### config.mk
export PLATFORM = sky130hd
export DESIGN_NAME = multicycle_ctrl
export DESIGN_NICKNAME = d
export VERILOG_FILES = /design/src/rtl/mc_ctrl_pkg.sv /design/src/rtl/multicycle_ctrl_instr_classifier.sv /design/src/rtl/multicycle_ctrl.sv
export SDC_FILE = /design/constraint.sdc
export NUM_CORES = 1
export LEC_CHECK = 0
export ABC_AREA = 1
export BUFFER_PORTS_ARGS = -buffer_cell sky130_fd_sc_hd__buf_2
export CORE_ASPECT_RATIO = 1.4
export CORE_MARGIN = 1.5
export CORE_UTILIZATION = 41
export DETAILED_ROUTE_END_ITERATION = 8
export GPL_TIMING_DRIVEN = 0
export HOLD_SLACK_MARGIN = 0.1
export PLACE_DENSITY = 0.75
export SLEW_MARGIN = 20
export SYNTH_ARGS = -nofsm -noshare
export SYNTH_HDL_FRONTEND = slang
export SYNTH_HIERARCHICAL = 1
export SYNTH_SLANG_ARGS = --single-unit
### constraint.sdc
create_clock -name clk -period 1.03 [get_ports clk]
set_clock_uncertainty 0.1 [all_clocks]
set_input_delay 0.103 -clock clk [delete_from_list [all_inputs] [get_ports clk]]
set_output_delay 0.103 -clock clk [all_outputs]
set_load 0.01 [all_outputs]
### src/rtl/mc_ctrl_pkg.sv
// rtl/mc_ctrl_pkg.sv - shared encodings for the multi-cycle MIPS control FSM
package mc_ctrl_pkg;

    typedef enum logic [2:0] {
        ST_FETCH  = 3'd0,
        ST_DECODE = 3'd1,
        ST_EXEC   = 3'd2,
        ST_MEM    = 3'd3,
        ST_WB     = 3'd4,
        ST_TRAP   = 3'd5
    } state_t;

    typedef enum logic [2:0] {
        CL_RTYPE  = 3'd0,
        CL_JR     = 3'd1,
        CL_JALR   = 3'd2,
        CL_LOAD   = 3'd3,
        CL_STORE  = 3'd4,
        CL_BRANCH = 3'd5,
        CL_JUMP   = 3'd6,
        CL_IALU   = 3'd7
    } instr_class_t;

    localparam logic [5:0] OP_SPECIAL = 6'h00;
    localparam logic [5:0] OP_REGIMM  = 6'h01;
    localparam logic [5:0] OP_J       = 6'h02;
    localparam logic [5:0] OP_JAL     = 6'h03;
    localparam logic [5:0] OP_BEQ     = 6'h04;
    localparam logic [5:0] OP_BGTZ    = 6'h07;
    localparam logic [5:0] OP_ADDI    = 6'h08;
    localparam logic [5:0] OP_ANDI    = 6'h0C;
    localparam logic [5:0] OP_ORI     = 6'h0D;
    localparam logic [5:0] OP_XORI    = 6'h0E;
    localparam logic [5:0] OP_LUI     = 6'h0F;
    localparam logic [5:0] OP_LB      = 6'h20;
    localparam logic [5:0] OP_LH      = 6'h21;
    localparam logic [5:0] OP_LW      = 6'h23;
    localparam logic [5:0] OP_LBU     = 6'h24;
    localparam logic [5:0] OP_LHU     = 6'h25;
    localparam logic [5:0] OP_SB      = 6'h28;
    localparam logic [5:0] OP_SH      = 6'h29;
    localparam logic [5:0] OP_SW      = 6'h2B;

    localparam logic [5:0] FN_JR      = 6'h08;
    localparam logic [5:0] FN_JALR    = 6'h09;

    localparam logic [4:0] RT_BLTZ    = 5'h00;
    localparam logic [4:0] RT_BGEZ    = 5'h01;
    localparam logic [4:0] RT_BLTZAL  = 5'h10;
    localparam logic [4:0] RT_BGEZAL  = 5'h11;

    localparam logic [1:0] PC_SRC_SEQ    = 2'd0;
    localparam logic [1:0] PC_SRC_BRANCH = 2'd1;
    localparam logic [1:0] PC_SRC_JUMP   = 2'd2;
    localparam logic [1:0] PC_SRC_RS     = 2'd3;

    localparam logic [1:0] WSEL_RD  = 2'd0;
    localparam logic [1:0] WSEL_RT  = 2'd1;
    localparam logic [1:0] WSEL_R31 = 2'd2;

    localparam logic [1:0] WB_ALU = 2'd0;
    localparam logic [1:0] WB_MEM = 2'd1;
    localparam logic [1:0] WB_PC  = 2'd2;

    // Logical immediates are zero-extended; everything else sign-extends.
    function automatic logic is_zero_ext(input logic [5:0] op);
        return (op == OP_ANDI) || (op == OP_ORI) || (op == OP_XORI);
    endfunction

endpackage

### src/rtl/multicycle_ctrl_instr_classifier.sv
// rtl/multicycle_ctrl_instr_classifier.sv - combinational op/funct/rt to instruction class
module instr_classifier
    import mc_ctrl_pkg::*;
(
    input  logic [5:0] op,
    input  logic [5:0] funct,
    input  logic [4:0] rt,
    output logic [2:0] instr_class,
    output logic       illegal
);

    always_comb begin
        instr_class = CL_RTYPE;
        illegal     = 1'b0;
        case (op)
            OP_SPECIAL: begin
                if (funct == FN_JR)
                    instr_class = CL_JR;
                else if (funct == FN_JALR)
                    instr_class = CL_JALR;
                else
                    instr_class = CL_RTYPE;
            end
            OP_REGIMM: begin
                instr_class = CL_BRANCH;
                illegal = !((rt == RT_BLTZ) || (rt == RT_BGEZ) ||
                            (rt == RT_BLTZAL) || (rt == RT_BGEZAL));
            end
            OP_J, OP_JAL:
                instr_class = CL_JUMP;
            OP_LB, OP_LH, OP_LW, OP_LBU, OP_LHU:
                instr_class = CL_LOAD;
            OP_SB, OP_SH, OP_SW:
                instr_class = CL_STORE;
            default: begin
                if (op >= OP_BEQ && op <= OP_BGTZ)
                    instr_class = CL_BRANCH;
                else if (op >= OP_ADDI && op <= OP_LUI)
                    instr_class = CL_IALU;
                else
                    illegal = 1'b1;
            end
        endcase
    end

endmodule

### src/rtl/multicycle_ctrl.sv
// rtl/multicycle_ctrl.sv - multi-cycle MIPS control FSM; MULTICYCLE_CTRL_PERF_CNT_EN adds perf counters
module multicycle_ctrl
    import mc_ctrl_pkg::*;
#(
    parameter logic [2:0] RESET_STATE = 3'd0,
    parameter int         PERF_CNT_W  = 32
) (
    input  logic       clk,
    input  logic       reset,
    input  logic [5:0] op_dec_i,
    input  logic [5:0] funct_dec_i,
    input  logic [4:0] rt_dec_i,
    input  logic       use_link_reg_i,
    input  logic       branch_taken_i,
    input  logic       imem_ready_i,
    input  logic       dmem_ready_i,
    output logic       imem_req_o,
    output logic       ir_we_o,
    output logic       pc_we_o,
    output logic [1:0] pc_src_o,
    output logic       sign_ext_o,
    output logic       dmem_req_o,
    output logic       dmem_we_o,
    output logic       rf_we_o,
    output logic [1:0] rf_wsel_o,
    output logic [1:0] wb_src_o,
    output logic       illegal_instr_o,
    output logic       instr_retired_o,
`ifdef MULTICYCLE_CTRL_PERF_CNT_EN
    output logic [PERF_CNT_W-1:0] cycle_cnt_o,
    output logic [PERF_CNT_W-1:0] instr_cnt_o,
`endif
    output logic [2:0] state_o
);

    state_t       state_q, state_d;
    instr_class_t class_q;
    logic         link_q;
    logic         zext_q;
    logic         illegal_q;

    logic [2:0]   cls_raw;
    logic         cls_illegal;

    logic         imem_req, ir_we, pc_we, sign_ext, dmem_req, dmem_we, rf_we, retired;
    logic [1:0]   pc_src, rf_wsel, wb_src;

    instr_classifier u_classifier (
        .op          (op_dec_i),
        .funct       (funct_dec_i),
        .rt          (rt_dec_i),
        .instr_class (cls_raw),
        .illegal     (cls_illegal)
    );

    always_ff @(posedge clk or posedge reset) begin
        if (reset) begin
            state_q   <= state_t'(RESET_STATE);
            class_q   <= CL_RTYPE;
            link_q    <= 1'b0;
            zext_q    <= 1'b0;
            illegal_q <= 1'b0;
        end else begin
            state_q <= state_d;
            if (state_q == ST_DECODE) begin
                class_q <= instr_class_t'(cls_raw);
                link_q  <= use_link_reg_i;
                zext_q  <= is_zero_ext(op_dec_i);
            end
            if (state_d == ST_TRAP)
                illegal_q <= 1'b1;
        end
    end

    always_comb begin
        state_d  = state_q;
        imem_req = 1'b0;
        ir_we    = 1'b0;
        pc_we    = 1'b0;
        pc_src   = PC_SRC_SEQ;
        sign_ext = 1'b0;
        dmem_req = 1'b0;
        dmem_we  = 1'b0;
        rf_we    = 1'b0;
        rf_wsel  = WSEL_RD;
        wb_src   = WB_ALU;
        case (state_q)
            ST_FETCH: begin
                imem_req = 1'b1;
                if (imem_ready_i) begin
                    ir_we   = 1'b1;
                    pc_we   = 1'b1;
                    state_d = ST_DECODE;
                end
            end
            ST_DECODE: begin
                // The class is not latched yet, so decode from the live IR fields.
                sign_ext = !is_zero_ext(op_dec_i);
                state_d  = cls_illegal ? ST_TRAP : ST_EXEC;
            end
            ST_EXEC: begin
                sign_ext = !zext_q;
                case (class_q)
                    CL_BRANCH: begin
                        pc_we  = branch_taken_i;
                        pc_src = PC_SRC_BRANCH;
                    end
                    CL_JUMP: begin
                        pc_we  = 1'b1;
                        pc_src = PC_SRC_JUMP;
                    end
                    CL_JR, CL_JALR: begin
                        pc_we  = 1'b1;
                        pc_src = PC_SRC_RS;
                    end
                    default: ;
                endcase
                if (class_q == CL_LOAD || class_q == CL_STORE)
                    state_d = ST_MEM;
                else if (class_q == CL_RTYPE || class_q == CL_IALU || link_q)
                    state_d = ST_WB;
                else
                    state_d = ST_FETCH;
            end
            ST_MEM: begin
                dmem_req = 1'b1;
                dmem_we  = (class_q == CL_STORE);
                if (dmem_ready_i)
                    state_d = (class_q == CL_LOAD) ? ST_WB : ST_FETCH;
            end
            ST_WB: begin
                rf_we   = 1'b1;
                state_d = ST_FETCH;
                case (class_q)
                    CL_RTYPE: begin
                        rf_wsel = WSEL_RD;
                        wb_src  = WB_ALU;
                    end
                    CL_IALU: begin
                        rf_wsel = WSEL_RT;
                        wb_src  = WB_ALU;
                    end
                    CL_LOAD: begin
                        rf_wsel = WSEL_RT;
                        wb_src  = WB_MEM;
                    end
                    default: begin
                        // Link write: JALR targets rd, JAL and BxxZAL target r31.
                        rf_wsel = (class_q == CL_JALR) ? WSEL_RD : WSEL_R31;
                        wb_src  = WB_PC;
                    end
                endcase
            end
            ST_TRAP: state_d = ST_TRAP;
            default: state_d = ST_FETCH;
        endcase
    end

    assign retired = (state_q != ST_FETCH) && (state_d == ST_FETCH);

    // Outputs are forced low while reset is held, even though FETCH would request.
    assign imem_req_o      = imem_req  & ~reset;
    assign ir_we_o         = ir_we     & ~reset;
    assign pc_we_o         = pc_we     & ~reset;
    assign pc_src_o        = reset ? 2'd0 : pc_src;
    assign sign_ext_o      = sign_ext  & ~reset;
    assign dmem_req_o      = dmem_req  & ~reset;
    assign dmem_we_o       = dmem_we   & ~reset;
    assign rf_we_o         = rf_we     & ~reset;
    assign rf_wsel_o       = reset ? 2'd0 : rf_wsel;
    assign wb_src_o        = reset ? 2'd0 : wb_src;
    assign illegal_instr_o = illegal_q & ~reset;
    assign instr_retired_o = retired   & ~reset;
    assign state_o         = reset ? 3'd0 : state_q;

`ifdef MULTICYCLE_CTRL_PERF_CNT_EN
    always_ff @(posedge clk or posedge reset) begin
        if (reset) begin
            cycle_cnt_o <= '0;
            instr_cnt_o <= '0;
        end else begin
            cycle_cnt_o <= cycle_cnt_o + 1'b1;
            if (retired)
                instr_cnt_o <= instr_cnt_o + 1'b1;
        end
    end
`endif

endmodule

Word-level counts from Yosys, hierarchy flattened:

Cells that the tools add are included.

* word-level logic and storage cells: 114
* output and inout port bits: 18
* input bits: 23
* register bits after elaboration: 9

* bitwise gates (word level): 10
* $lt $le $gt $ge: 4
* reductions and logical operators: 28
* eq/ne operators: 32
* mux-type cells: 35

Operators by type and width (number)
* $eq 6x6->1 const B: 8
* $eq 6x4->1 const B: 5
* $mux 3: 10
* $pmux 3 s5: 2
* $eq 3x3->1 const B: 7
* $mux 2: 8
* $eq 3x2->1 const B: 4
* $eq 6x2->1 const B: 2
* $reduce_or 11->1: 1
* $eq 5x5->1 const B: 2
* $and 1x1->1: 9
* $logic_not 3->1: 3
* $logic_or 1x1->1: 8
* $mux 1: 8
* $pmux 1 s2: 4
* $pmux 2 s2: 2
* $reduce_or 2->1: 4
* $eq 3x1->1 const B: 2
* $eq 6x1->1 const B: 1
* $ge 6x3->1 const B: 1
* $ge 6x4->1 const B: 1
* $le 6x3->1 const B: 1
* $le 6x4->1 const B: 1
* $logic_not 6->1: 1
* 9 further kinds: 14

Logic depth before layout (Yosys ltp):

Gate-level depths: netlist of run 1.

* depth after elaboration: 11
* depth in mapped cells: 11
* gate-level depth less buffers: 11

Modules after synthesis:

The synthesis of run 1 kept the hierarchy.

Modules (own cells, without submodules)
* multicycle_ctrl: instances 1, seq. area each 225.2 um^2, cells each 101, area each 643.1 um^2
* instr_classifier: instances 1, seq. area each 0.0 um^2, cells each 47, area each 222.7 um^2

Worst setup path before layout of run 1:

Ideal clock, no wire load.

* path type: register -> output
* from: register state_q[1]
* to: output rf_wsel_o[1]
* stages on the path, launching flop included: 8
* path buffers: 0
* arrival time: 1.055 ns
* slack: -0.228 ns
* data required time: 0.827 ns
* cells stage by stage: dfrtp_1 > inv_1 > nand2_1 > nor2_1 > inv_2 > nor2_4 > nand2_1 > nor2_1

* cells in the longest elaborated chain, start to end: 3

RTL lines
* start, declared: RTL line multicycle_ctrl.sv:36 `state_t state_q, state_d;`
* start signal, assigned: RTL line multicycle_ctrl.sv:58 `state_q <= state_t'(RESET_STATE);`
* start signal, assigned: RTL line multicycle_ctrl.sv:64 `state_q <= state_d;`
* $eq 3x3->1: RTL line multicycle_ctrl.sv:87 `case (state_q)`
* $mux 2: RTL line multicycle_ctrl.sv:87
* $mux 2: RTL line multicycle_ctrl.sv:170 `assign rf_wsel_o = reset ? 2'd0 : rf_wsel;`
* end, declared: RTL line multicycle_ctrl.sv:25 `output logic [1:0] rf_wsel_o,`

Every way passes these cells.

Worst setup path after layout of run 1:

* from: register state_q[2]
* to: output instr_retired_o

* cells in the longest elaborated chain, start to end: 5
* elaborated cells between the ends (all ways): 12
* classes of those cells: eq/ne: 4; mux: 3; bitwise: 1; reduce/logical: 4

RTL lines
* $eq 3x3->1 (tied with other cells): RTL line multicycle_ctrl.sv:87
* $pmux 3 s5 (*): RTL line multicycle_ctrl.sv:87
* named net state_d[2]: RTL line multicycle_ctrl.sv:36
* $logic_not 3->1 (*): RTL line multicycle_ctrl.sv:159 `assign retired = (state_q != ST_FETCH) && (state_d == ST_FETCH);`
* $logic_and 1x1->1 (*): RTL line multicycle_ctrl.sv:159
* $and 1x1->1 (*): RTL line multicycle_ctrl.sv:173 `assign instr_retired_o = retired & ~reset;`
* end, declared: RTL line multicycle_ctrl.sv:28 `output logic instr_retired_o,`

Mark *: on every way through the listed nets, which the timed path passes. The rest lies on a longest branch.

==> run summary, run 1 <==
register area share after synthesis = 0.260
Worst Tran Pin Value = 420 ps
Rel. slew slack = 0.720
Clock transition at path regs = 60 ps
Tcrit/Tclk final = 1.57
Post-Synth Adder-Cell Area = 0
FF+latch count, synth = 9
Area growth, synth to finish = 55.8%
PD cells = 1990 nW/µm²
Routed Antenna Nets = 0
hold-fix buffer count after cts = 1
commonest non-fill, non-tap cell in the layout = buf_2
Port Buffers = 38
slowest stage cell, crit path = dfrtp_1
Final Hold Viols = 9
Layout fillers = 178
via count = 1124
fmax = 0.620 GHz
Most common cell on crit path = nor2_4
post-synthesis compound-gate area fraction = 0.0766
setup slack after layout = -584 ps
final setup vio count = 26
Hold Slack = -205 ps
CTS root buf = clkbuf_4
clk_lat worst skew = 260 ps
hpwl dp = 1.78 mm
YS warnings = 6
routed len/inst = 10.7 µm
worst r2r path cells = 8
first-pass iteration count of the detailed router = 4
Yosys top cell area share = 0.260
Synth Area in Simple Gates = 0.545
die width = 41.8 µm
MaxCap Viol Count = 0
fraction of synthesized cell area in xor and xnor cells = 0
initial DRC count = 18
Netlist cell types = 21
vias in the first global route = 1007
TritonCTS Buffers = 3
I/O pin total = 41
failing checks = hold timing, setup timing
syn avg cell area = 5.85 µm²
Worst Setup Start Kind = flop
initial antenna violation count = 0
largest family of logic cells by synthesized area = simple AND/OR/NAND/NOR gates
DP Worst Slack = -552 ps
critical path fanouts, max = 2
outcome = finished, violations left
Final Net Count = 226
die area = 2400 µm²
total core area = 1970 µm²
row cnt = 19
post-synthesis mux area share = 0
area leader, netlist = dfrtp_1
critical path required time = 830 ps
RSZ-0062 raised after global routing = true
n_diodes = 0
Pwr Total = 2.68 mW
total global-route track usage = 0.206
DR DRC count = 0
Max Buffers Root-to-Sink = 2
layout cell share with drive strength beyond 1 = 0.520
gpl congestion = 0.817
VDD IR-drop max = 1.00 mV
total gr overflow = 0
Die Height = 57.4 µm
CTS tree = yes
Starting Density = 0.439
crit end category = primary output
Via density = 5.04
setup TNS = -8860 ps
synthesized area = 866 µm²
leak pwr = 0.713 nW
DRT Wirelength = 2.38 mm
Cell Chain, Critical Path = buf_4, nor2_4, nor2_2, nor2_1, nand2_2, nor2_4, buf_6
post-synthesis cell count = 148
Worst Hold Class = in -> async
first-pass GRT wire length = 3.91 mm
Max stage delay on crit path = 390 ps
clk sinks = 9
htree depth = 1
leading cell types in the layout, fill and taps excluded = buf_2, nand2_1, nor2_1, inv_1, nor2_2
final core utilization = 0.684
largest net degree at the start of global routing = 11
Critical Path AT = 1410 ps
Area contributors post-synth = dfrtp_1, nand2_1, nor2_1
critical path class = reg -> out
post-route minimum period = 1610 ps
syn nets = 171
max-slew violations = 0
-- per-stage QoR --
stage                     std cells  instance area (µm²)  hold slack [ps]
after global placement          207                 1130             42.5
final                           223                 1350             -205
after CTS                       221                 1300             -219
after floorplan                 148                  910             -161
after detailed placement        207                 1130             59.5
after global routing            223                 1350             -180
-- synthesized netlist by cell type --
cell type / n
nor2_1: 32
or2_0: 2
o21ai_0: 7
nor3_4: 1
nand4_1: 3
nand3_2: 3
buf_2: 1
nand2_2: 3
nand3_1: 12
a21oi_1: 3
o21a_1: 1
clkinv_1: 2
a21oi_2: 1
dfrtp_1: 9
nor2_2: 3
nand2_1: 34
inv_2: 4
inv_1: 20
nor3_1: 4
nor2_4: 2
or2_1: 1
-- layer usage --
metal,vias to the layer above,global-route usage,part of all wire
met1,517,0.201,0.36
met5,-,0,0
met4,0,0.0968,0.017
li1,565,-,-
met3,4,0.0253,0.044
met2,38,0.413,0.58
-- flip-flops by register name, summed over array words and instances, names as in the netlist --
register / count
link_q: 1
state_q: 3
class_q: 3
illegal_q: 1
zext_q: 1
-- area by class of cell --
cell class / count / area (µm²) / area share
plain buffers: 1 / 5.00 / 0.00371
clock buffers: 4 / 26.3 / 0.0195
inverters: 26 / 100 / 0.0742
multi-input cells: 112 / 659 / 0.489
flip-flops and latches: 9 / 229 / 0.170
well taps: 21 / 26.3 / 0.0195
repair buffers: 50 / 303 / 0.224
-- worst paths after layout --
check	start	to	slack (ps)
setup reg to reg	state_q[0]	state_q[0]	-320
setup / recovery	state_q[2]	instr_retired_o	-580
hold reg to reg	zext_q	zext_q	380
min in group clk	dmem_ready_i	state_q[0]	140
hold / removal	reset	zext_q	-210
max in group asynchronous	reset	class_q[1]	710
-- worst max-delay path, delay by kind of cell, from the launching register on --
| family | cells | cell delay [ps] |
|---|---|---|
| AND/OR/NAND/NOR | 5 | 510 |
| flip-flops | 1 | 390 |
| buffers and inverters | 2 | 250 |
-- power by group --
part / internal, mW / switching (mW) / leakage, nW / total, mW
clock: 0.149 / 0.116 / 0.0150 / 0.265
combinational: 0.744 / 1.01 / 0.592 / 1.76
sequential: 0.497 / 0.163 / 0.106 / 0.660
-- logic make-up after synthesis --
kind of cell	Yosys count
compound gates	12
flops	9
buf+inv	27
simple gates	100
-- repair_timing --
item,4_1_cts,5_1_grt
resized for setup,20,13
hold endpoints to repair,10,9
buffers inserted,9,2
setup endpoints to repair,26,27
pin swaps,4,1
(Power assumes the default switching activity.)
==> run 2: changes to the inputs <==
Settings changed: PLACE_DENSITY 0.75 to not set, PLACE_DENSITY_LB_ADDON set to 0.3.
==> run 2 against run 1 <==
Compared with the run above: final area is 0.37% higher; die area stayed put; sequential power decreased by 1%; highest routed layer unchanged; via count is 0.98% higher; wire length up 2.6%; sequential share of layout area fell by 0.063 points; count of clock-buffer cells in the layout unchanged; clock power down 3%; worst hold slack got worse by 2.3 ps; critical path type unchanged; largest cell class unchanged; power rose by 1.4%; non-clock buffer count rose by 3; combinational power increased by 3%; the flow still finishes with violations (hold timing, setup timing).
==> run summary, run 2 (synthesized netlist as in run 1, its figures left out) <==
clk sinks = 9
hpwl dp = 1.76 mm
vias in the first global route = 1035
initial DRC count = 8
total gr overflow = 0
reg2reg start = state_q[0]
hold-fix buffer count after cts = 1
Worst Setup Start Kind = flop
fmax = 0.619 GHz
first-pass GRT wire length = 3.92 mm
post-route minimum period = 1610 ps
first-pass iteration count of the detailed router = 4
Sw Ratio = 0.470
final setup vio count = 26
DR DRC count = 0
Rel. slew slack = 0.745
failing checks = hold timing, setup timing
Critical Path AT = 1410 ps
FF-to-FF End = state_q[0]
dpl cells = 207
outcome = finished, violations left
Via density = 5.02
Starting Density = 0.439
clk_lat worst skew = 250 ps
RSZ-0062 raised after global routing = true
Routed Antenna Nets = 0
Switch Pwr = 1.28 mW
layout cell share with drive strength beyond 1 = 0.522
flop2flop setup slack = -440 ps
row cnt = 19
Tcrit/Tclk final = 1.57
CTS root buf = clkbuf_4
Clock transition at path regs = 60 ps
Die Height = 57.4 µm
critical path required time = 830 ps
Area growth, synth to finish = 56.4%
Worst Tran Pin Value = 382 ps
largest registers = class_q x3, state_q x3
Seq pwr share = 0.240
VDD IR-drop max = 1.03 mV
Pwr Total = 2.72 mW
PD cells = 2010 nW/µm²
setup TNS = -9680 ps
Layout fillers = 165
via count = 1135
total global-route track usage = 0.209
TritonCTS Buffers = 3
Final Hold Viols = 9
CTS tree = yes
MaxCap Viol Count = 0
leading cell types in the layout, fill and taps excluded = buf_2, nand2_1, nor2_1, inv_1
initial antenna violation count = 0
Port Buffers = 38
critical path fanouts, max = 6
Final Instance Count excl. Fillers = 226
I/O pin total = 41
n_diodes = 0
max-slew violations = 0
Final Net Count = 229
die width = 41.8 µm
total core area = 1970 µm²
gpl congestion = 0.811
largest net degree at the start of global routing = 11
setup slack after layout = -584 ps
die area = 2400 µm²
Comb pwr share = 0.666
crit end category = primary output
critical path class = reg -> out
clock share of power = 0.094
routed len/inst = 10.8 µm
worst r2r path cells = 9
Hold Slack = -207 ps
leak pwr = 0.723 nW
Internal Power = 1.44 mW
DRT Wirelength = 2.44 mm
Max Buffers Root-to-Sink = 2
Worst Hold Class = in -> async
htree depth = 1
commonest non-fill, non-tap cell in the layout = buf_2
-- run 2: critical path, stage by stage, from the launching register on --
cell     delay [ps]
dfrtp_1         390
inv_2           140
nand3_2         130
or2_0           230
a21oi_2         120
buf_2           140
-- run 2: worst max-delay path by stage --
stage,start,cells past startpoint,end,slack [ps]
after floorplan,state_q[1],7,wb_src_o[1],-180
after global placement,op_dec_i[4],11,instr_retired_o,-490
after detailed placement,op_dec_i[4],11,instr_retired_o,-500
after CTS,state_q[0],5,sign_ext_o,-550
after global routing,state_q[0],8,pc_we_o,-660
final,state_q[2],5,sign_ext_o,-580
-- run 2: area by class of cell --
class | instances | area (µm²) | share of cell area
multi-input cells | 112 | 641 | 0.473
repair buffers | 53 | 329 | 0.243
flip-flops and latches | 9 | 229 | 0.169
inverters | 26 | 97.6 | 0.0721
clock buffers | 4 | 26.3 | 0.0194
well taps | 21 | 26.3 | 0.0194
plain buffers | 1 | 5.00 | 0.00370
-- run 2: routing by layer --
metal,GRT usage,wire length [µm],up-vias
met5,0,0,-
met4,0.134,26,0
met3,0.0222,109,2
met2,0.400,1420,40
met1,0.208,886,517
li1,-,-,576
-- run 2: power by group through the flow --
stage | clock network, mW | registers [mW] | logic, mW
after floorplan | 0 | 0.607 | 0.923
after global placement | 0 | 0.627 | 1.20
after detailed placement | 0 | 0.634 | 1.24
after CTS | 0.265 | 0.641 | 1.60
after global routing | 0.275 | 0.673 | 1.99
final | 0.256 | 0.653 | 1.81
-- run 2: metrics by stage --
stage	cell area [µm²]	worst slack, ps	utilization	hold WS, ps
global route	1350	-660	0.686	-179
finish	1350	-584	0.686	-207
CTS	1290	-549	0.654	-212
floorplan	910	-180	-	-161
global placement	1130	-489	0.571	41.7
detailed placement	1130	-496	0.571	57.0
-- run 2: repair_timing --
action	in CTS	in global routing
cloned	0	0
setup buffers	10	4
gates resized for setup	16	11
pin swaps	8	4
endpoints found under the setup margin	26	26
hold endpoints to repair	10	9
==> run 3: changes to the inputs <==
==> constraint.sdc (replaced) <==
create_clock -name clk -period 1.03 [get_ports clk]
set_clock_uncertainty 0.1 [all_clocks]
set_input_delay 0.206 -clock clk [delete_from_list [all_inputs] [get_ports clk]]
set_output_delay 0.206 -clock clk [all_outputs]
set_load 0.01 [all_outputs]
==> run 3 against run 2 <==
Compared with the run above: the flow still finishes with violations (hold timing, setup timing); worst setup slack worse by 170 ps; critical path type unchanged; count of clock-buffer cells in the layout stayed put; sequential power is 7.2% higher; die area stayed put; global-route usage is 2.8 points higher; via count is 3.4% higher; clock power is 7% higher; worst hold slack better by 96 ps; highest routed layer unchanged; first-iteration DRC count grew to 3.9 times the previous value; register-to-register slack hardly changed; critical path depth is 3 higher; wire length is 17% higher.
==> run summary, run 3 (synthesized netlist as in run 1, its figures left out) <==
hpwl dp = 1.87 mm
critical path class = reg -> out
htree depth = 1
gpl congestion = 0.771
Sw Ratio = 0.491
Starting Density = 0.439
first-pass GRT wire length = 4.31 mm
hold-fix buffer count after cts = 1
failing checks = hold timing, setup timing
post-route minimum period = 1780 ps
Clock transition at path regs = 60 ps
Hold Slack = -112 ps
Port Buffers = 38
critical path fanouts, max = 4
Final Net Count = 233
vias in the first global route = 1048
initial DRC count = 31
Routed Antenna Nets = 0
Area growth, synth to finish = 73.1%
critical path required time = 720 ps
register area = 230 µm²
Via density = 5.10
total gr overflow = 0
max-slew violations = 0
CTS root buf = clkbuf_4
DR DRC count = 0
Switch Pwr = 1.51 mW
setup slack after layout = -754 ps
initial antenna violation count = 0
crit end category = primary output
final setup vio count = 26
Final Hold Viols = 9
setup TNS = -11630 ps
CTS tree = yes
Worst Hold Class = in -> async
Layout fillers = 147
DP Worst Slack = -728 ps
via count = 1174
commonest non-fill, non-tap cell in the layout = buf_2
routed len/inst = 12.4 µm
first-pass iteration count of the detailed router = 4
Max Buffers Root-to-Sink = 2
leak pwr = 0.777 nW
RSZ-0062 raised after global routing = true
die area = 2400 µm²
Tcrit/Tclk final = 1.73
total core area = 1970 µm²
Worst Tran Pin Value = 405 ps
layout cell share with drive strength beyond 1 = 0.569
largest registers = class_q x3, state_q x3
Seq pwr share = 0.228
row cnt = 19
multi-input logic area = 723 µm²
Internal Power = 1.56 mW
largest net degree at the start of global routing = 11
I/O pin total = 41
clk_lat worst skew = 270 ps
PD cells = 2050 nW/µm²
die width = 41.8 µm
total global-route track usage = 0.237
clock share of power = 0.089
VDD IR-drop max = 1.02 mV
fmax = 0.561 GHz
leading cell types in the layout, fill and taps excluded = buf_2, nand2_1, nor2_1, buf_4, inv_1
DRT Wirelength = 2.85 mm
MaxCap Viol Count = 0
Die Height = 57.4 µm
outcome = finished, violations left
Critical Path AT = 1480 ps
TritonCTS Buffers = 3
Comb pwr share = 0.684
n_diodes = 0
Rel. slew slack = 0.729
clk sinks = 9
Worst Setup Start Kind = flop
run 3: critical path, cell delays in order, from the launching register on:
cell and delay, ps:
dfrtp_1 430, inv_2 120, nand2_2 70, nor2_2 110, inv_2 70, nor2_4 80
nand2_2 80, a21oi_2 110, buf_2 140
run 3: final cells by class:
cell class / count / area share
Inverter: 26 / 0.0785
Sequential cell: 9 / 0.154
Tap cell: 21 / 0.0175
Buffer: 1 / 0.00334
Timing Repair Buffer: 57 / 0.247
Multi-Input combinational cell: 112 / 0.482
Clock buffer: 4 / 0.0175
run 3: what timing repair did:
item / 4_1_cts / 5_1_grt
endpoints found under the setup margin: 27 / 27
resized for setup: 20 / 17
hold endpoints to repair: 10 / 9
pin swaps: 8 / 10
buffers inserted: 9 / 9
run 3: path summary, 6_finish.rpt:
path | start | endpoint | slack (ps) | depth (start not counted)
worst max-delay path | state_q[0] | wb_src_o[1] | -750 | 8
worst min-delay path | reset | state_q[0] | -110 | 2
worst max register to register | state_q[0] | state_q[0] | -440 | 9
worst min register to register | illegal_q | illegal_q | 380 | 2
max in group asynchronous | reset | class_q[1] | 630 | 2
min in group clk | dmem_ready_i | state_q[1] | 240 | 4
run 3: metrics by stage:
step,util,cells,total power [mW],hold WS (ps),cell area [µm²]
final,0.760,230,3.07,-112,1500
after global routing,0.760,230,3.27,-83.4,1500
after CTS,0.706,221,2.75,-123,1390
after detailed placement,0.613,207,2.04,161,1210
after global placement,0.613,207,2.00,153,1210
after floorplan,-,148,1.69,-57.9,993
run 3: power by group through the flow:
| stage | Combinational [mW] | Clock (mW) | Sequential, mW |
|---|---|---|---|
| after floorplan | 1.07 | 0 | 0.622 |
| after global placement | 1.35 | 0 | 0.642 |
| after detailed placement | 1.40 | 0 | 0.645 |
| after CTS | 1.79 | 0.284 | 0.680 |
| after global routing | 2.27 | 0.293 | 0.715 |
| final | 2.10 | 0.273 | 0.700 |
run 3: layer usage:
| metal | global-route usage | up-vias | share of wire |
|---|---|---|---|
| li1 | - | 587 | - |
| met1 | 0.230 | 531 | 0.35 |
| met2 | 0.467 | 50 | 0.59 |
| met3 | 0.0158 | 6 | 0.040 |
| met4 | 0.152 | 0 | 0.025 |
| met5 | 0 | - | 0 |
